**config.mk**
```make
export PLATFORM = sky130hd
export DESIGN_NAME = demux_rr_sched
export DESIGN_NICKNAME = d
export VERILOG_FILES = /design/src/rtl/demux_rr_sched.sv
export SDC_FILE = /design/constraint.sdc
export NUM_CORES = 1
export LEC_CHECK = 0
export BUFFER_PORTS_ARGS = -buffer_cell sky130_fd_sc_hd__buf_2
export CORE_ASPECT_RATIO = 1.75
export CORE_UTILIZATION = 45
export CTS_CLUSTER_DIAMETER = 120
export DETAILED_ROUTE_END_ITERATION = 10
export PLACE_DENSITY = 0.68
export SETUP_SLACK_MARGIN = 0.5
export SLEW_MARGIN = 40
export SYNTH_ARGS = -nofsm -noshare
export SYNTH_HDL_FRONTEND = slang
export SYNTH_SLANG_ARGS = --single-unit
```
**constraint.sdc**
```tcl
create_clock -name clk -period 4.5 [get_ports clk]
set_clock_uncertainty 0.1 [all_clocks]
set_input_delay 0.9 -clock clk [delete_from_list [all_inputs] [get_ports clk]]
set_output_delay 0.9 -clock clk [all_outputs]
set_load 0.02 [all_outputs]
```
**src/rtl/demux_rr_sched.sv**
```systemverilog
// demux_rr_sched
// Round-robin scheduler for a 1-to-8 demultiplexer fed by one valid/ready
// stream. It holds one word at a time, steers it to the next enabled
// channel after the last one served, and waits for that channel's ready.
// A word whose channel never accepts it within TIMEOUT cycles is dropped,
// so a stalled channel cannot lock up the shared path.
//
// Parameters
//   WIDTH    data word width
//   TIMEOUT  cycles a held word may wait before it is dropped (0 = never)
// Ports
//   clk, rst   rising-edge clock, synchronous active-high reset
//   in_valid   upstream word present
//   in_data    upstream word
//   in_ready   word accepted this cycle (combinational)
//   en_mask    per-channel enables, sampled only when a word is accepted
//   out_ready  per-channel ready
//   sel        demux select of the channel holding the current word
//   out_valid  one-hot valid on channel sel while a word is held
//   out_data   held word, shared by all channels
//   busy       a word is held
//   drop       one-cycle pulse after a word is discarded by timeout
//   drop_cnt   saturating count of dropped words
module demux_rr_sched #(
  parameter int unsigned WIDTH   = 8,
  parameter int unsigned TIMEOUT = 16
) (
  input  logic             clk,
  input  logic             rst,
  input  logic             in_valid,
  input  logic [WIDTH-1:0] in_data,
  output logic             in_ready,
  input  logic [7:0]       en_mask,
  input  logic [7:0]       out_ready,
  output logic [2:0]       sel,
  output logic [7:0]       out_valid,
  output logic [WIDTH-1:0] out_data,
  output logic             busy,
  output logic             drop,
  output logic [7:0]       drop_cnt
);

  typedef enum logic {
    S_IDLE,
    S_WAIT
  } state_t;

  localparam logic [15:0] TO_LAST = 16'(TIMEOUT - 1);

  state_t      state;
  state_t      state_nxt;
  logic [2:0]  ptr;
  logic [15:0] cnt;

  logic        complete;
  logic        timeout_hit;
  logic        accept;
  logic [2:0]  base;
  logic [2:0]  next_ch;
  logic [2:0]  idx;
  logic        found;

  always_comb begin
    complete    = (state == S_WAIT) && out_ready[sel];
    timeout_hit = (state == S_WAIT) && !complete && (TIMEOUT != 0) &&
                  (cnt == TO_LAST);
    in_ready    = (en_mask != '0) && ((state == S_IDLE) || complete);
    accept      = in_valid && in_ready;
    busy        = (state == S_WAIT);
    out_valid   = (state == S_WAIT) ? (8'(1) << sel) : '0;

    // A word completing this cycle counts as served before the search for
    // the next destination, so back-to-back words keep rotating.
    base    = complete ? sel : ptr;
    next_ch = base;
    idx     = base;
    found   = 1'b0;
    for (int unsigned i = 1; i <= 8; i++) begin
      idx = 3'(base + 3'(i));
      if (!found && en_mask[idx]) begin
        next_ch = idx;
        found   = 1'b1;
      end
    end

    state_nxt = state;
    if (accept) begin
      state_nxt = S_WAIT;
    end else if (complete || timeout_hit) begin
      state_nxt = S_IDLE;
    end
  end

  always_ff @(posedge clk) begin
    if (rst) begin
      state <= S_IDLE;
    end else begin
      state <= state_nxt;
    end
  end

  always_ff @(posedge clk) begin
    if (rst) begin
      ptr      <= 3'd7;
      sel      <= '0;
      out_data <= '0;
      cnt      <= '0;
      drop     <= 1'b0;
      drop_cnt <= '0;
    end else begin
      drop <= timeout_hit;
      if (timeout_hit && (drop_cnt != 8'hFF)) begin
        drop_cnt <= drop_cnt + 8'd1;
      end
      if (complete || timeout_hit) begin
        ptr <= sel;
      end
      if (accept) begin
        out_data <= in_data;
        sel      <= next_ch;
        cnt      <= '0;
      end else if ((state == S_WAIT) && !complete && !timeout_hit) begin
        cnt <= cnt + 16'd1;
      end
    end
  end

endmodule

```
; ---- Yosys cells after proc, flatten, opt, wreduce, memory -nomap -nowiden
; Index checks and enable logic that the tools add are counted.
[totals]
register_bits = 40
latch_bits = 0
mem_bits_rw = 0
rom_bits = 0
output_inout_bits = 30
word_cells = 94
n_memories = 0
[op_classes]
n_addsub = 9
multipliers = 0
n_div = 0
n_lt_le_gt_ge = 9
eq_ne = 2
n_shift = 1
n_mux = 37
n_bitwise = 1
n_reduce_logical = 28
[op_table]
columns = operator, count
row1 = < comparator 3 x 4 -> 1 bit (second input constant), 9
row2 = binary-select mux 1 bit (select 3 bit), 9
row3 = 2-to-1 mux 3 bit, 9
row4 = 2-to-1 mux 1 bit, 18
row5 = adder 16 x 1 -> 16 bit (second input constant), 1
row6 = == test 16 x 4 -> 1 bit (second input constant), 1
row7 = logical AND 1 bit, 14
row8 = adder 3 bit (second input constant), 4
row9 = logical NOT 1 bit, 9
row10 = adder 8 x 1 -> 8 bit (second input constant), 1
row11 = 2-to-1 mux 8 bit, 1
row12 = != test 8 bit (second input constant), 1
row13 = nonzero test 8 bit, 1
row14 = left shift 1 x 3 -> 8 bit (first input constant), 1
row15 = adder 3 x 2 -> 3 bit (second input constant), 2
row16 = adder 3 x 1 -> 3 bit (second input constant), 1
row17 = logical OR 1 bit, 2
row18 = nonzero test 2 bit, 1
row19 = OR reduction 2 bit, 1
row20 = inverter 1 bit, 1

; ---- Depth between registers and ports, before layout
; Gate-level depths: netlist (run 1).
[logic_depth]
depth_word = 29
depth_mapped = 15
depth_no_buf = 12

; ---- Worst setup path before layout (run 1)
; Ideal clock, no wire load.
[synth_path]
path_type = input port to flip-flop
from = input port out_ready[7]
to = register sel[1]
setup_time_ns = 0.121
t_arrival_ns = 4.034
t_required_ns = 4.279
slack_ns = 0.246
cell_stages = 13
path_cell_list = mux4_2 -> mux2_2 -> nand3_1 -> and2_1 -> buf_4 -> inv_1 -> buf_2 -> ha_1 -> xnor2_1 -> mux4_2 -> or2_1 -> o31a_1 -> o2bb2ai_1
[synth_via]
elab_chain_cells = 29
elab_cells_between_ends = 59
cone_classes = add/sub: 7 / mux: 34 / reduce/logical: 18
[synth_lines]
columns = element, line
row1 = from (decl), 34  ; input logic [7:0] out_ready,
row2 = binary-select mux 1 bit (select 3 bit) *, 64  ; complete = (state == S_WAIT) && out_ready[sel];
row3 = 2-to-1 mux 1 bit (implied by the code) *, 64
row4 = logical AND 1 bit *, 64
row5 = 2-to-1 mux 3 bit, 74  ; base = complete ? sel : ptr;
row6 = adder 3 x 1 -> 3 bit, 79  ; idx = 3'(base + 3'(i));
row7 = binary-select mux 1 bit (select 3 bit), 80  ; if (!found && en_mask[idx]) begin
row8 = 2-to-1 mux 1 bit (implied by the code), 80
row9 = 2-to-1 mux 1 bit, 80
row10 = (+13 left out), -
row11 = logical AND 1 bit, 80
row12 = 2-to-1 mux 1 bit, 80
row13 = logical NOT 1 bit, 80
row14 = logical AND 1 bit, 80
row15 = 2-to-1 mux 1 bit, 80
row16 = logical NOT 1 bit, 80
row17 = logical AND 1 bit, 80
row18 = 2-to-1 mux 3 bit, 80
row19 = to (signal assigned), 120  ; sel <= next_ch;
row20 = to (decl), 35  ; output logic [2:0] sel,
; Mark *: on every way between the ends. The rest lies on a longest branch, timed or not. The select of a mux whose other input is x is not followed.
; A chain may end at the register's enable or synchronous reset.

; ---- Worst setup path after layout (run 1)
[layout_path]
from = input port out_ready[0]
to = register sel[1]
; The elaborated chain is that of the path after synthesis.

==> run metrics, run 1 <==
area of the multi-input gates=a little over 0.002 mm2; cts repair resizes=0; warnings from Yosys=0; Final TNS setup=0 ns; fin crit period=3.89 ns; syn_nets=slightly below 400; std cell rows=38; critical path, cell by cell=buf_2, mux4_2, mux2_4, nand3_1, and2_4, ha_1, xnor2_4, mux4_2, a31oi_1, a21oi_1, o32ai_1, o2bb2ai_1; final wirelength=9030 um; dpl hpwl=7170 um; Yosys cell types=between 50 and 60; clk slew on worst S/H paths=about 0.08 ns; Tcrit/Tclk final=0.864; synthesized cell area=about 0.0029 mm2; ratio of cells with drive above 1 in the final layout=0.237; RSZ-0062 raised after global routing=false; routed vias=about 3000; core area=slightly above 0.006 mm2; Rel. slew slack=0.538; number of synthesized flops with an enable pin=0; CP most frequent cell=mux4_2; worst path required time=4.63 ns; IO Port Bufs=56; initial drt markers=roughly 190; critical path arrival=between 4 and 5 ns; Hold Startpoint=drop_cnt[1]; Fmax=~0.26 GHz; Placer Congestion=between 0.9 and 1; synth cell count leaders=nor2_1, dfxtp_1, nand2_1; drt drc=0; CTS tree=yes; critical path type=in -> reg; Final Net Count=456; Slew Limit Fails=0; drt wl/cell=17.8 um; Worst setup startpoint=out_ready[0]; htree depth=2; Worst-Margin Slew=between 0.6 and 0.7 ns; FILL cells=between 600 and 700; slowest cell delay on critical path=~0.59 ns; Die ar.=between 0.006 and 0.007 mm2; antenna viol nets, final=0; status=finished, final reports clean; sequential share of the synthesized area=0.273; P_leak=approximately 1.5 nW; global-route wire length before repair=14400 um; top cell type by total area after synthesis=dfxtp_1; critical path launch point type=primary input; total of max-cap violations=0; Mean Syn Cell Area=~8 um2; largest net degree at the start of global routing=23; Layout Area Growth over Synthesis=18.5%; count leader, synth=nor2_1; Num CTS Buffers=5; Post-synth ARST share=0; Main synth FF type=dfxtp_1; worst vdd ir=284 uV; Seq cells post-synth=40; register area=801 um2; Ant. Diodes=0; Power Density=between 500 and 600 mW/mm2; clock tree sinks=40; Final Setup Violations=0; Synth top area share=0.273; # hold bufs at CTS=0; ranking of synthesized cells by area=dfxtp_1, mux4_2, mux2i_1; worst hold path class=reg -> reg; initial antenna violation count=0; nature of the critical path endpoint=flip-flop; worst-path maximum fanout=11; worst r2r src=sel[1]; drt pass-1 iters=4; Die Span Y=around 110 um; root buffer cell=clkbuf_8; gr usage total=0.276; Starting Density=0.471; Via-to-Cell Ratio=6.03; Crit-path slowest cell=mux4_2; Mapped Cells=around 360; CTS Buffer Depth=2; Fin. Hold Viols=0; die span in x=about 63 um; Setup Fix Bufs, Post-CTS=0; vias in the first global route=between 2000 and 3000; post-layout util=0.559; Worst-Skew Late Latency=0.31 ns; grt total ovfl=0; IO Pins=between 50 and 60
## flip-flops by register name, indices dropped and copies added (netlist names)
signal / flops
ptr: 3
busy: 1
drop_cnt: 8
drop: 1
cnt: 16
sel: 3
out_data: 8
## worst paths after layout
path	to	slack (ns)	cells after the start
setup / recovery	sel[1]	0.61	12
hold / removal	drop_cnt[1]	0.39	2
setup reg to reg	sel[1]	0.79	11
hold reg to reg	drop_cnt[1]	0.39	2
## critical path: cells and delay by family
kind,cells,cell delay (ns)
XOR/XNOR,1,0.16
adder cells (fa/ha/maj),1,0.28
AND/OR/NAND/NOR,2,0.31
buffers and inverters,1,0.12
multiplexers,3,1.43
AO/OA/AOI/OAI,4,0.81
## cell families after synthesis
group,after synthesis,synth area share
buf+inv,31,0.0465
fa+ha+maj,4,0.0171
simple gates,159,0.269
flops,40,0.273
xor+xnor,23,0.0750
compound gates,78,0.180
mux,29,0.139
## power by group
| group | total [W] | internal (W) | switching (W) |
|---|---|---|---|
| clock network | 0.000245 | 0.000110 | 0.000136 |
| logic | 0.00125 | 0.000516 | 0.000738 |
| registers | 0.000412 | 0.000377 | 0.0000340 |
## per-layer routing
layer,track usage,part of all wire,up-vias
li1,-,-,1462
met1,0.261,0.34,1440
met2,0.520,0.54,107
met3,0.0408,0.036,42
met4,0.221,0.079,0
met5,0,0,-
## cell usage in the layout (no fill, tap or decap), types with 7 or more instances in the layout
cell / count
a21oi_1: 18
and3_1: 9
buf_2: 56
buf_4: 11
dfxtp_1: 40
inv_1: 17
mux2i_1: 17
mux4_2: 9
nand2_1: 31
nand3_1: 24
nand4_1: 9
nor2_1: 46
nor3_1: 11
nor4_1: 7
o211ai_1: 9
o21ai_0: 12
xor2_1: 16
## final cells by class
class | count | area share
multi-input combinational | 293 | 0.590
sequential | 40 | 0.230
timing repair buffer | 67 | 0.104
tap | 80 | 0.0288
inverter | 18 | 0.0201
clock buffer | 5 | 0.0198
clock inverter | 3 | 0.00683
## metrics by stage
stage	hold slack (ns)	power, W	area [um2]	setup slack (ns)	cells
after floorplan	0.346	0.00133	2980	0.505	364
after global placement	0.370	0.00163	3370	0.304	498
after detailed placement	0.375	0.00163	3370	0.254	498
after CTS	0.390	0.00189	3460	0.576	506
after global routing	0.424	0.00203	3480	0.518	506
final	0.388	0.00191	3480	0.613	506
(Power assumes the default switching activity.)
==> run 2: changes to the inputs <==
--- a/config.mk
+++ b/config.mk
@@ -10,6 +10,7 @@
 export CORE_UTILIZATION = 45
 export CTS_CLUSTER_DIAMETER = 120
 export DETAILED_ROUTE_END_ITERATION = 10
+export GPL_TIMING_DRIVEN = 0
 export PLACE_DENSITY = 0.68
 export SETUP_SLACK_MARGIN = 0.5
 export SLEW_MARGIN = 40
==> run 2 against run 1 <==
Net effect:
- power up 8.4%
- register-to-register slack worse by 0.12 ns
- count of clock-buffer cells in the layout up 1
- die area did not move
- via count grew 1.4%
- hold slack improved by 0.0031 ns
- sequential power shrank 3%
- combinational power is 11% higher
- first-iteration DRC count rose by 28%
- final cell count up 2.8%
- utilization up 2.1 points
- critical endpoint unchanged
- highest routed layer unchanged
==> run metrics, run 2 (same netlist as run 1, synthesis figures left out) <==
status=finished, final reports clean; worst hold path class=reg -> reg; core area=0.00623 mm2 (unchanged); commonest cells after routing, fill and taps aside=buf_2, nor2_1, dfxtp_1, nand2_1, nand3_1; worst path required time=4.58 ns (-0.05 ns); RSZ-0062 raised after global routing=false; fin crit period=3.93 ns (+0.0433 ns); power consumption=0.00207 W (+8.4%); Hold Path Cell Cnt=2 (unchanged); final wirelength=8740 um (-3.2%); most flop-heavy register=cnt; initial drt markers=239 (+28%); Rel. slew slack=0.503 (-0.0347); Layout Area Growth over Synthesis=23.1%; Die ar.=0.00686 mm2 (unchanged); std cell rows=38 (unchanged); critical path arrival=4.01 ns (about the same); FF-to-FF path depth=15 (+4); # hold bufs at CTS=0 (unchanged); ratio of cells with drive above 1 in the final layout=0.259 (+0.0220); M3 GR Usage=0.0303 (-0.0105); Final TNS setup=0 ns (unchanged); largest net degree at the start of global routing=13 (-43%); busiest grt layer=met2; critical path launch point type=primary input; Cell Count Post-Placement=500 (+0.40%); Regs by FF count=cnt x16, drop_cnt x8, out_data x8; Worst-Skew Late Latency=0.30 ns (about the same); Fin. Hold Viols=0 (unchanged); total of max-cap violations=0 (unchanged); root buffer cell=clkbuf_8; Crit-path slowest cell=mux4_2; met2 GRT Util=0.515 (-0.00461); critical path type=in -> reg; Slew Limit Fails=0 (unchanged); clock tree sinks=40 (unchanged); WHS=0.391 ns (+0.00314 ns); Power Density=573 mW/mm2 (+4.3%); dpl hpwl=6930 um (-3.3%); CP Depth=15 (+3); crit path buf inv count=5 (+4); vias in the first global route=3002 (+1.6%); Tcrit/Tclk final=0.873 (+0.00962); routed vias=3094 (+1.4%); clk slew on worst S/H paths=0.08 ns (about the same); IO Pins=57 (unchanged); gr usage total=0.265 (-0.0110); CP top delay family=multiplexers; Fmax=0.254 GHz (-1.1%); global-route wire length before repair=14200 um (-1.2%); drt wl/cell=16.8 um (-5.8%); CTS Buffer Depth=2 (unchanged); IO Port Bufs=56 (unchanged); Placer Congestion=0.934 (-3.2%); Starting Density=0.471 (unchanged); Die Span Y=109 um (unchanged); nature of the critical path endpoint=flip-flop; worst vdd ir=312 uV (+9.8%); Worst-Margin Slew=0.745 ns (+0.0609 ns); drt drc=0 (unchanged); Ant. Diodes=0 (unchanged); commonest non-fill, non-tap cell in the layout=buf_2; htree depth=2 (unchanged); Final Net Count=470 (+3.1%); Num CTS Buffers=5 (unchanged); drt pass-1 iters=4 (unchanged); grt total ovfl=0 (unchanged); grt met1 use=0.247 (-0.0134); slowest cell delay on critical path=0.62 ns (+0.03 ns); max FFs per register=16 (unchanged); antenna viol nets, final=0 (unchanged); Final Setup Violations=0 (unchanged); initial antenna violation count=0 (unchanged); CTS tree=yes; worst-path maximum fanout=6 (-5); P_leak=1.55 nW (+4.0%); Via-to-Cell Ratio=5.95 (-1.3%); die span in x=63.1 um (unchanged); Final Non-Filler Cells=520 (+2.8%); critical path, cell by cell=buf_2, mux4_2, mux2_4, nand3_2, and2_4, buf_6, inv_4, buf_6, ha_4, xnor2_4, mux4_2, buf_4, nor3b_1, o32ai_2, o2bb2ai_1
[run 2: worst min-delay path: stages (launching register included)]
cell and delay, ns:
dfxtp_1 0.34, nand2_1 0.05, o211ai_1 0.07
[run 2: per-stage QoR]
stage,instance area (um2),utilization,worst slack (ns)
5_1_grt,3610,0.580,0.485
2_1_floorplan,2980,-,0.505
3_3_place_gp,3360,0.539,0.0690
6_report,3610,0.580,0.570
3_5_place_dp,3360,0.539,0.0729
4_1_cts,3510,0.564,0.497
[run 2: timing repair]
| item | CTS | global route |
|---|---|---|
| pin swaps | 3 | 3 |
| gates resized for setup | 3 | 12 |
| setup endpoints to repair | 3 | 3 |
| setup buffers | 5 | 7 |
[run 2: final timing paths]
| path | startpoint | to | slack, ns |
|---|---|---|---|
| worst max-delay path | out_ready[6] | sel[1] | 0.57 |
| worst min-delay path | ptr[0] | ptr[0] | 0.39 |
| worst max register to register | sel[1] | sel[1] | 0.67 |
| worst min register to register | ptr[0] | ptr[0] | 0.39 |
[run 2: report_power, final]
group	internal, W	total [W]	switching, W
clock	0.000164	0.000284	0.000119
combinational	0.000599	0.00139	0.000787
sequential	0.000378	0.000401	0.0000231
total	0.00114	0.00207	0.000929
[run 2: cell type report]
cell class	instances	area, um2
fillers	606	2620
multi-input cells	293	2080
flip-flops and latches	40	801
repair buffers	68	370
well taps	80	100
plain buffers	13	80.1
clock buffers	6	72.6
inverters	18	72.6
clock inverters	2	35.0
[run 2: per-layer routing]
layer | vias up | wire (um)
li1 | 1488 | -
met1 | 1470 | 3070
met2 | 99 | 4830
met3 | 37 | 290
met4 | 0 | 552
met5 | - | 0
